**src/rtl/sm_display_pkg.sv**
```systemverilog
// Shared types, segment codes and the double-dabble step for the display driver.
package sm_display_pkg;

  typedef enum logic [1:0] {IDLE, CONV, DONE} state_t;

  typedef enum logic [3:0] {
    G_0, G_1, G_2, G_3, G_4, G_5, G_6, G_7, G_8, G_9,
    G_MINUS, G_BLANK, G_E
  } glyph_t;

  // Active-low segment codes, bit order {g,f,e,d,c,b,a}
  localparam logic [6:0] SEG_0     = 7'b1000000;
  localparam logic [6:0] SEG_1     = 7'b1111001;
  localparam logic [6:0] SEG_2     = 7'b0100100;
  localparam logic [6:0] SEG_3     = 7'b0110000;
  localparam logic [6:0] SEG_4     = 7'b0011001;
  localparam logic [6:0] SEG_5     = 7'b0010010;
  localparam logic [6:0] SEG_6     = 7'b0000010;
  localparam logic [6:0] SEG_7     = 7'b1111000;
  localparam logic [6:0] SEG_8     = 7'b0000000;
  localparam logic [6:0] SEG_9     = 7'b0010000;
  localparam logic [6:0] SEG_MINUS = 7'b0111111;
  localparam logic [6:0] SEG_BLANK = 7'b1111111;
  localparam logic [6:0] SEG_E     = 7'b0000110;

  // One double-dabble iteration on the BCD part: add 3 to nibbles >= 5,
  // then shift left taking msb from the magnitude register.
  function automatic logic [11:0] dd_step(input logic [11:0] bcd, input logic msb);
    logic [11:0] a;
    for (int i = 0; i < 3; i++) begin
      a[4*i +: 4] = (bcd[4*i +: 4] >= 4'd5) ? bcd[4*i +: 4] + 4'd3 : bcd[4*i +: 4];
    end
    return (a << 1) | {11'b0, msb};
  endfunction

endpackage

```
**src/rtl/seg7_encoder.sv**
```systemverilog
// Combinational glyph to active-low 7-segment pattern.
module seg7_encoder
  import sm_display_pkg::*;
(
  input  glyph_t     glyph,
  output logic [6:0] seg
);

  // Glyph lookup; unused codes fall back to blank
  always_comb begin
    seg = SEG_BLANK;
    case (glyph)
      G_0:     seg = SEG_0;
      G_1:     seg = SEG_1;
      G_2:     seg = SEG_2;
      G_3:     seg = SEG_3;
      G_4:     seg = SEG_4;
      G_5:     seg = SEG_5;
      G_6:     seg = SEG_6;
      G_7:     seg = SEG_7;
      G_8:     seg = SEG_8;
      G_9:     seg = SEG_9;
      G_MINUS: seg = SEG_MINUS;
      G_E:     seg = SEG_E;
      default: seg = SEG_BLANK;
    endcase
  end

endmodule

```
**src/rtl/sm_display_driver.sv**
```systemverilog
// Sign-magnitude result capture, sequential binary-to-BCD conversion and
// 4-digit multiplexed 7-segment drive (sign, hundreds, tens, units).
//
// state | meaning
// IDLE  | waiting for in_load
// CONV  | one double-dabble shift per cycle, N-1 cycles
// DONE  | commit all four display registers together
module sm_display_driver
  import sm_display_pkg::*;
#(
  parameter int N       = 8,
  parameter int CLK_DIV = 50000
) (
  input  logic         clk,
  input  logic         rst,
  input  logic [N-1:0] in_value,
  input  logic         in_carry,
  input  logic         in_load,
  output logic         o_busy,
  output logic [6:0]   o_seg,
  output logic [3:0]   o_an
);

  localparam int CW = (CLK_DIV > 2) ? $clog2(CLK_DIV) : 1;
  localparam logic [CW-1:0] CNT_MAX = CW'(CLK_DIV - 1);

  state_t       state;
  logic [11:0]  bcd;
  logic [N-2:0] mag;
  logic [3:0]   iter;
  logic         sign_q;
  logic         carry_q;
  logic         mag_nz;
  glyph_t       disp_u, disp_t, disp_h, disp_s;

  logic [CW-1:0] ref_cnt;
  logic [1:0]    idx;
  logic [1:0]    idx_next;
  glyph_t        glyph_sel;
  logic [6:0]    seg_next;

  // Conversion FSM with its datapath and the atomic display-register commit
  always_ff @(posedge clk or posedge rst) begin
    if (rst) begin
      state   <= IDLE;
      o_busy  <= 1'b0;
      bcd     <= '0;
      mag     <= '0;
      iter    <= '0;
      sign_q  <= 1'b0;
      carry_q <= 1'b0;
      mag_nz  <= 1'b0;
      disp_u  <= G_0;
      disp_t  <= G_BLANK;
      disp_h  <= G_BLANK;
      disp_s  <= G_BLANK;
    end else begin
      case (state)
        IDLE: begin
          if (in_load) begin
            mag     <= in_value[N-2:0];
            bcd     <= '0;
            sign_q  <= in_value[N-1];
            carry_q <= in_carry;
            mag_nz  <= |in_value[N-2:0];
            iter    <= 4'(N - 1);
            o_busy  <= 1'b1;
            state   <= CONV;
          end
        end
        CONV: begin
          bcd  <= dd_step(bcd, mag[N-2]);
          mag  <= mag << 1;
          iter <= iter - 4'd1;
          if (iter == 4'd1) state <= DONE;
        end
        DONE: begin
          disp_u <= glyph_t'(bcd[3:0]);
          disp_t <= (bcd[11:4] == 8'd0) ? G_BLANK : glyph_t'(bcd[7:4]);
          disp_h <= (bcd[11:8] == 4'd0) ? G_BLANK : glyph_t'(bcd[11:8]);
          disp_s <= carry_q ? G_E : ((sign_q && mag_nz) ? G_MINUS : G_BLANK);
          o_busy <= 1'b0;
          state  <= IDLE;
        end
        default: begin
          o_busy <= 1'b0;
          state  <= IDLE;
        end
      endcase
    end
  end

  assign idx_next = (ref_cnt == CNT_MAX) ? idx + 2'd1 : idx;

  // Digit selection for the single encoder on the multiplexed path
  always_comb begin
    glyph_sel = disp_u;
    case (idx_next)
      2'd0: glyph_sel = disp_u;
      2'd1: glyph_sel = disp_t;
      2'd2: glyph_sel = disp_h;
      2'd3: glyph_sel = disp_s;
      default: glyph_sel = disp_u;
    endcase
  end

  seg7_encoder u_enc (
    .glyph (glyph_sel),
    .seg   (seg_next)
  );

  // Free-running refresh scan with registered anode/segment outputs
  always_ff @(posedge clk or posedge rst) begin
    if (rst) begin
      ref_cnt <= '0;
      idx     <= 2'd0;
      o_an    <= 4'b1110;
      o_seg   <= SEG_0;
    end else begin
      ref_cnt <= (ref_cnt == CNT_MAX) ? '0 : ref_cnt + CW'(1);
      idx     <= idx_next;
      o_an    <= ~(4'b0001 << idx_next);
      o_seg   <= seg_next;
    end
  end

endmodule

```
**config.mk**
```make
export PLATFORM = sky130hd
export DESIGN_NAME = sm_display_driver
export DESIGN_NICKNAME = d
export VERILOG_FILES = /design/src/rtl/sm_display_pkg.sv /design/src/rtl/seg7_encoder.sv /design/src/rtl/sm_display_driver.sv
export SDC_FILE = /design/constraint.sdc
export NUM_CORES = 1
export LEC_CHECK = 0
export CORE_MARGIN = 4
export CORE_UTILIZATION = 44
export DETAILED_ROUTE_END_ITERATION = 7
export PLACE_DENSITY = 0.69
export SYNTH_ARGS = -nofsm -noshare
export SYNTH_HDL_FRONTEND = slang
export SYNTH_HIERARCHICAL = 1
export SYNTH_SLANG_ARGS = --single-unit
```
**constraint.sdc**
```tcl
create_clock -name clk -period 6.6 [get_ports clk]
set_clock_uncertainty 0.15 [all_clocks]
set_input_delay 1.32 -clock clk [delete_from_list [all_inputs] [get_ports clk]]
set_output_delay 1.32 -clock clk [all_outputs]
set_load 0.005 [all_outputs]
```
==> impl_summary.md <==
Critical path
For the worst setup path, the data arrival time is 3.26 ns. The worst flop-to-flop path startpoint is ref_cnt[0]. The element type at the critical path start is a flip-flop. The maximum fanout along the worst path is 24. The master of the slowest instance on the critical path is a211oi_1. The number of cells on the worst reg-to-reg path is 7.

The signal on the critical path passes through ha_1 > and3_4 > and4_4 > mux2_1 > a211oi_1 > a21oi_1 > a21o_1. Setup slack on the worst reg-to-reg path comes out at about 3.4 ns. The stage delay of the slowest cell on the critical path is 0.86 ns. The start-to-end type of the worst setup path is flip-flop to flip-flop. Data on the critical path is required at its endpoint by 6.69 ns. The critical path capture point type is a flip-flop. The endpoint identified for the worst register-to-register timing path is o_seg[4].

Flow run
The max-cap violation count is 0.

Placed design
At the end of routability-driven placement, the weighted congestion stood at about 0.74. The total half-perimeter wirelength after legalization and detailed placement is 4.56 mm. The count of buffers added on input and output ports is 23.

Logic synthesis
After synthesis, the share of flip-flops with an asynchronous set or reset is between 90% and 100%. The flip-flop and latch count after synthesis is 73. The largest family of logic cells by synthesized area is simple AND/OR/NAND/NOR gates. The post-synthesis adder-cell area fraction is 5.00%. The portion of synthesized area spent on multiplexers is 4.46%.

During synthesis, Yosys emitted a total of 6 warnings. The proportion of synthesized chip area in sequential cells is 49.0%. Summed over its instances, the top area cell type makes up 40.6% of the synthesized netlist area. The number of enable-type register cells in the synthesized netlist is 0. Counting every net in the synthesized netlist gives 396. Summing the areas of all compound-gate instances in the mapped netlist gives 12.7% of the synthesized area. The number of distinct library cells after synthesis is 52. The xor/xnor share of the synthesized area is 5.16%. The gate count of the mapped netlist is approximately 370. In this run the mean area of a mapped cell was 10.2 sq um. Summing every instance area after synthesis gives about 0.0038 sq mm. The primary flip-flop cell chosen by synthesis mapping is dfrtp_1. After Yosys synthesis, and, or, nand and nor cells account for 19.0% of the synthesized area. The cell type with the highest aggregate area in the netlist is dfrtp_1.

After synthesis, the cell types taking the most area are dfrtp_1, dfstp_2, ha_1.

Global route
The pin count of the biggest net entering global routing is 74. The total congestion overflow after global routing is 0. The number of antenna violations at the first check in global routing is 0. The first global-routing pass estimated approximately 11 mm of wire. The number of global-route vias before repair is 2,556. Global routing used 13.9% of the available tracks across all layers.

Clock network
The CTS buffer count is 9. The clock tree from TritonCTS is built. The clock tree synthesis step divided the H-tree into 3 levels. In this run the deepest clock path goes through 2 buffers.

The number of gates resized after cts is 0. Buffers inserted to repair hold after CTS numbered 0. The tree is rooted in a clkbuf_8.

Clock-pin slew was measured on the worst setup and hold paths at 0.08 ns. The tree built by TritonCTS fans out to 73 sinks. For the worst-skew pair, the clock arrives at the later sink with an insertion delay of roughly 0.34 ns. Buffers added to address setup during post-CTS repair amount to 0.

Timing
For this run, the top clock speed supported by timing is 315 MHz. In the final timing run, aggregate negative setup slack is 0 ns. The max-slew violation count is 0. The number of setup violations in the final report is 0. The final hold violation count is 0. The worst path uses 48.0% of the clock period. Setup repair after global routing left no endpoint under its margin. The worst relative slew slack is 30.1%. The time the worst path needs with I/O delays and setup is 3.17 ns. The transition time at the pin with the least slew margin is 1.04 ns.

Routing
The number of design-rule violations left by the first detailed-router iteration is 93. In the detailed route, the total length drawn on met3 is 235 um. The wire length after detailed routing is 6.57 mm.

The met2 wirelength from detailed routing is 3.01 mm. The via density per instance is 5.32. After detailed routing, the number of remaining DRC violations is 0. Across all layers, the routed design uses roughly 2,600 vias. The detailed-route wire length per cell is 13.2 um. The count of nets left with antenna violations once routing finished came out at 0. For this block, wires on met1 add up to 3.25 mm. The number of optimization iterations in the first detailed-route pass is 4. The topmost layer with routed signal wires is met4.

Power and ir drop
Across the VDD grid, the largest voltage drop is 152 uV. The leakage component of the power is around 1.9 nW. The power after layout is 1.56 mW. The power density over the cells is roughly 370 mW/mm^2.

Worst hold path
The worst hold path was traced through 2 stages. The worst hold path terminates at disp_h[1]. The worst hold path begins at disp_h[1]. The min-delay analysis places its worst path in the category flip-flop to flip-flop.

Final layout
The fraction of final layout cells with drive strength greater than 1 is 12.2%. 0 antenna diodes ended up in the layout. Registers take 0.00184 sq mm. The area growth from synthesis to layout is 12.6%. The area of the multi-input gates is 0.00174 sq mm. For this run, the post-layout net count is about 410. Counting the fill cells in the layout gives 764.

Floorplan
The area of the placeable core is between 0.008 and 0.009 sq mm. Once the floorplan was initialized, standard cells occupied 45.5% of the core. During I/O placement, the number of pins put on the boundary was 24. The floorplan step set the die width to 100 um. The die covers 0.0101 sq mm. The count of standard-cell rows is 33. The die span in y is 100 um.

Status
The run finished with clean final reports.
[routing by layer]
layer | vias to the layer above | GRT usage [%]
met1 | 1290 | 18.1
met4 | 0 | 3.63
li1 | 1313 | -
met3 | 7 | 4.10
met2 | 36 | 22.6
met5 | - | 0
[sequential cells by signal (all words and copies together) (netlist names), 3 cells and up]
signal,flops
disp_u,4
ref_cnt,16
mag,7
bcd,12
disp_s,3
disp_h,4
o_seg,7
disp_t,4
o_an,4
iter,4
[power by group]
part / internal [mW] / switching [mW] / leakage, nW
logic: 0.222 / 0.253 / 0.832
registers: 0.587 / 0.103 / 0.916
clock network: 0.223 / 0.167 / 0.113
total: 1.03 / 0.523 / 1.86
[area by class of cell]
| cell class | count | share of cell area (%) |
|---|---|---|
| flip-flops and latches | 73 | 43.5 |
| multi-input cells | 263 | 41.1 |
| repair buffers | 24 | 5.62 |
| clock buffers | 11 | 3.34 |
| well taps | 105 | 3.11 |
| clock inverters | 5 | 1.86 |
| inverters | 16 | 1.42 |
[synthesized netlist by cell type (all sizes together), types with 9 or more instances]
library cell	number
nand2b	9
a21oi	16
xnor2	11
nor3	9
ha	15
dfstp	12
nand2	42
dfrtp	61
nor2	32
buf	9
inv	16
xor2	9
o21ai	25
[cells in the final DEF (no fill, tap or decap), drive strengths merged, types with 8 or more instances in the layout]
| cell type | instances |
|---|---|
| nand2b | 9 |
| nor2b | 8 |
| a21oi | 16 |
| clkdlybuf4s50 | 23 |
| inv | 16 |
| o21ai | 25 |
| nand3 | 8 |
| nand2 | 42 |
| nor2 | 32 |
| dfstp | 12 |
| xor2 | 9 |
| mux2 | 8 |
| clkbuf | 11 |
| nor3 | 9 |
| xnor2 | 11 |
| ha | 15 |
| dfrtp | 61 |
[worst max path at each step]
stage               slack [ns]  startpoint       end
global placement          3.52     in_load   iter[2]
global route              3.21  ref_cnt[0]  o_seg[4]
floorplan                 3.30         rst    bcd[0]
detailed placement        3.43     in_load   iter[2]
finish                    3.43  ref_cnt[0]  o_seg[4]
CTS                       3.42  ref_cnt[0]  o_seg[4]
[cell families (layout without fill, tap and decap cells)]
family	after synthesis	after routing
buf+inv	33	56
xor+xnor	20	20
flops	73	73
mux	15	15
simple gates	139	139
compound gates	74	74
fa+ha+maj	15	15
[stage by stage]
stage / hold WS, ns / cell area (sq um) / instances / util (%) / setup WS, ns
floorplan: 0.292 / 3760 / 369 / - / 3.30
global placement: 0.306 / 4010 / 481 / 48.6 / 3.52
detailed placement: 0.306 / 4010 / 481 / 48.6 / 3.43
CTS: 0.319 / 4230 / 497 / 51.2 / 3.42
global route: 0.331 / 4230 / 497 / 51.2 / 3.21
finish: 0.315 / 4230 / 497 / 51.2 / 3.43
[critical path: cells and delay by family (launching register included)]
family | cells | cell delay, ns
AND/OR/NAND/NOR | 2 | 0.67
flip-flops | 1 | 0.41
adder cells (fa/ha/maj) | 1 | 0.23
AO/OA/AOI/OAI | 3 | 1.23
multiplexers | 1 | 0.36
Power figures use the tool's default switching activity.
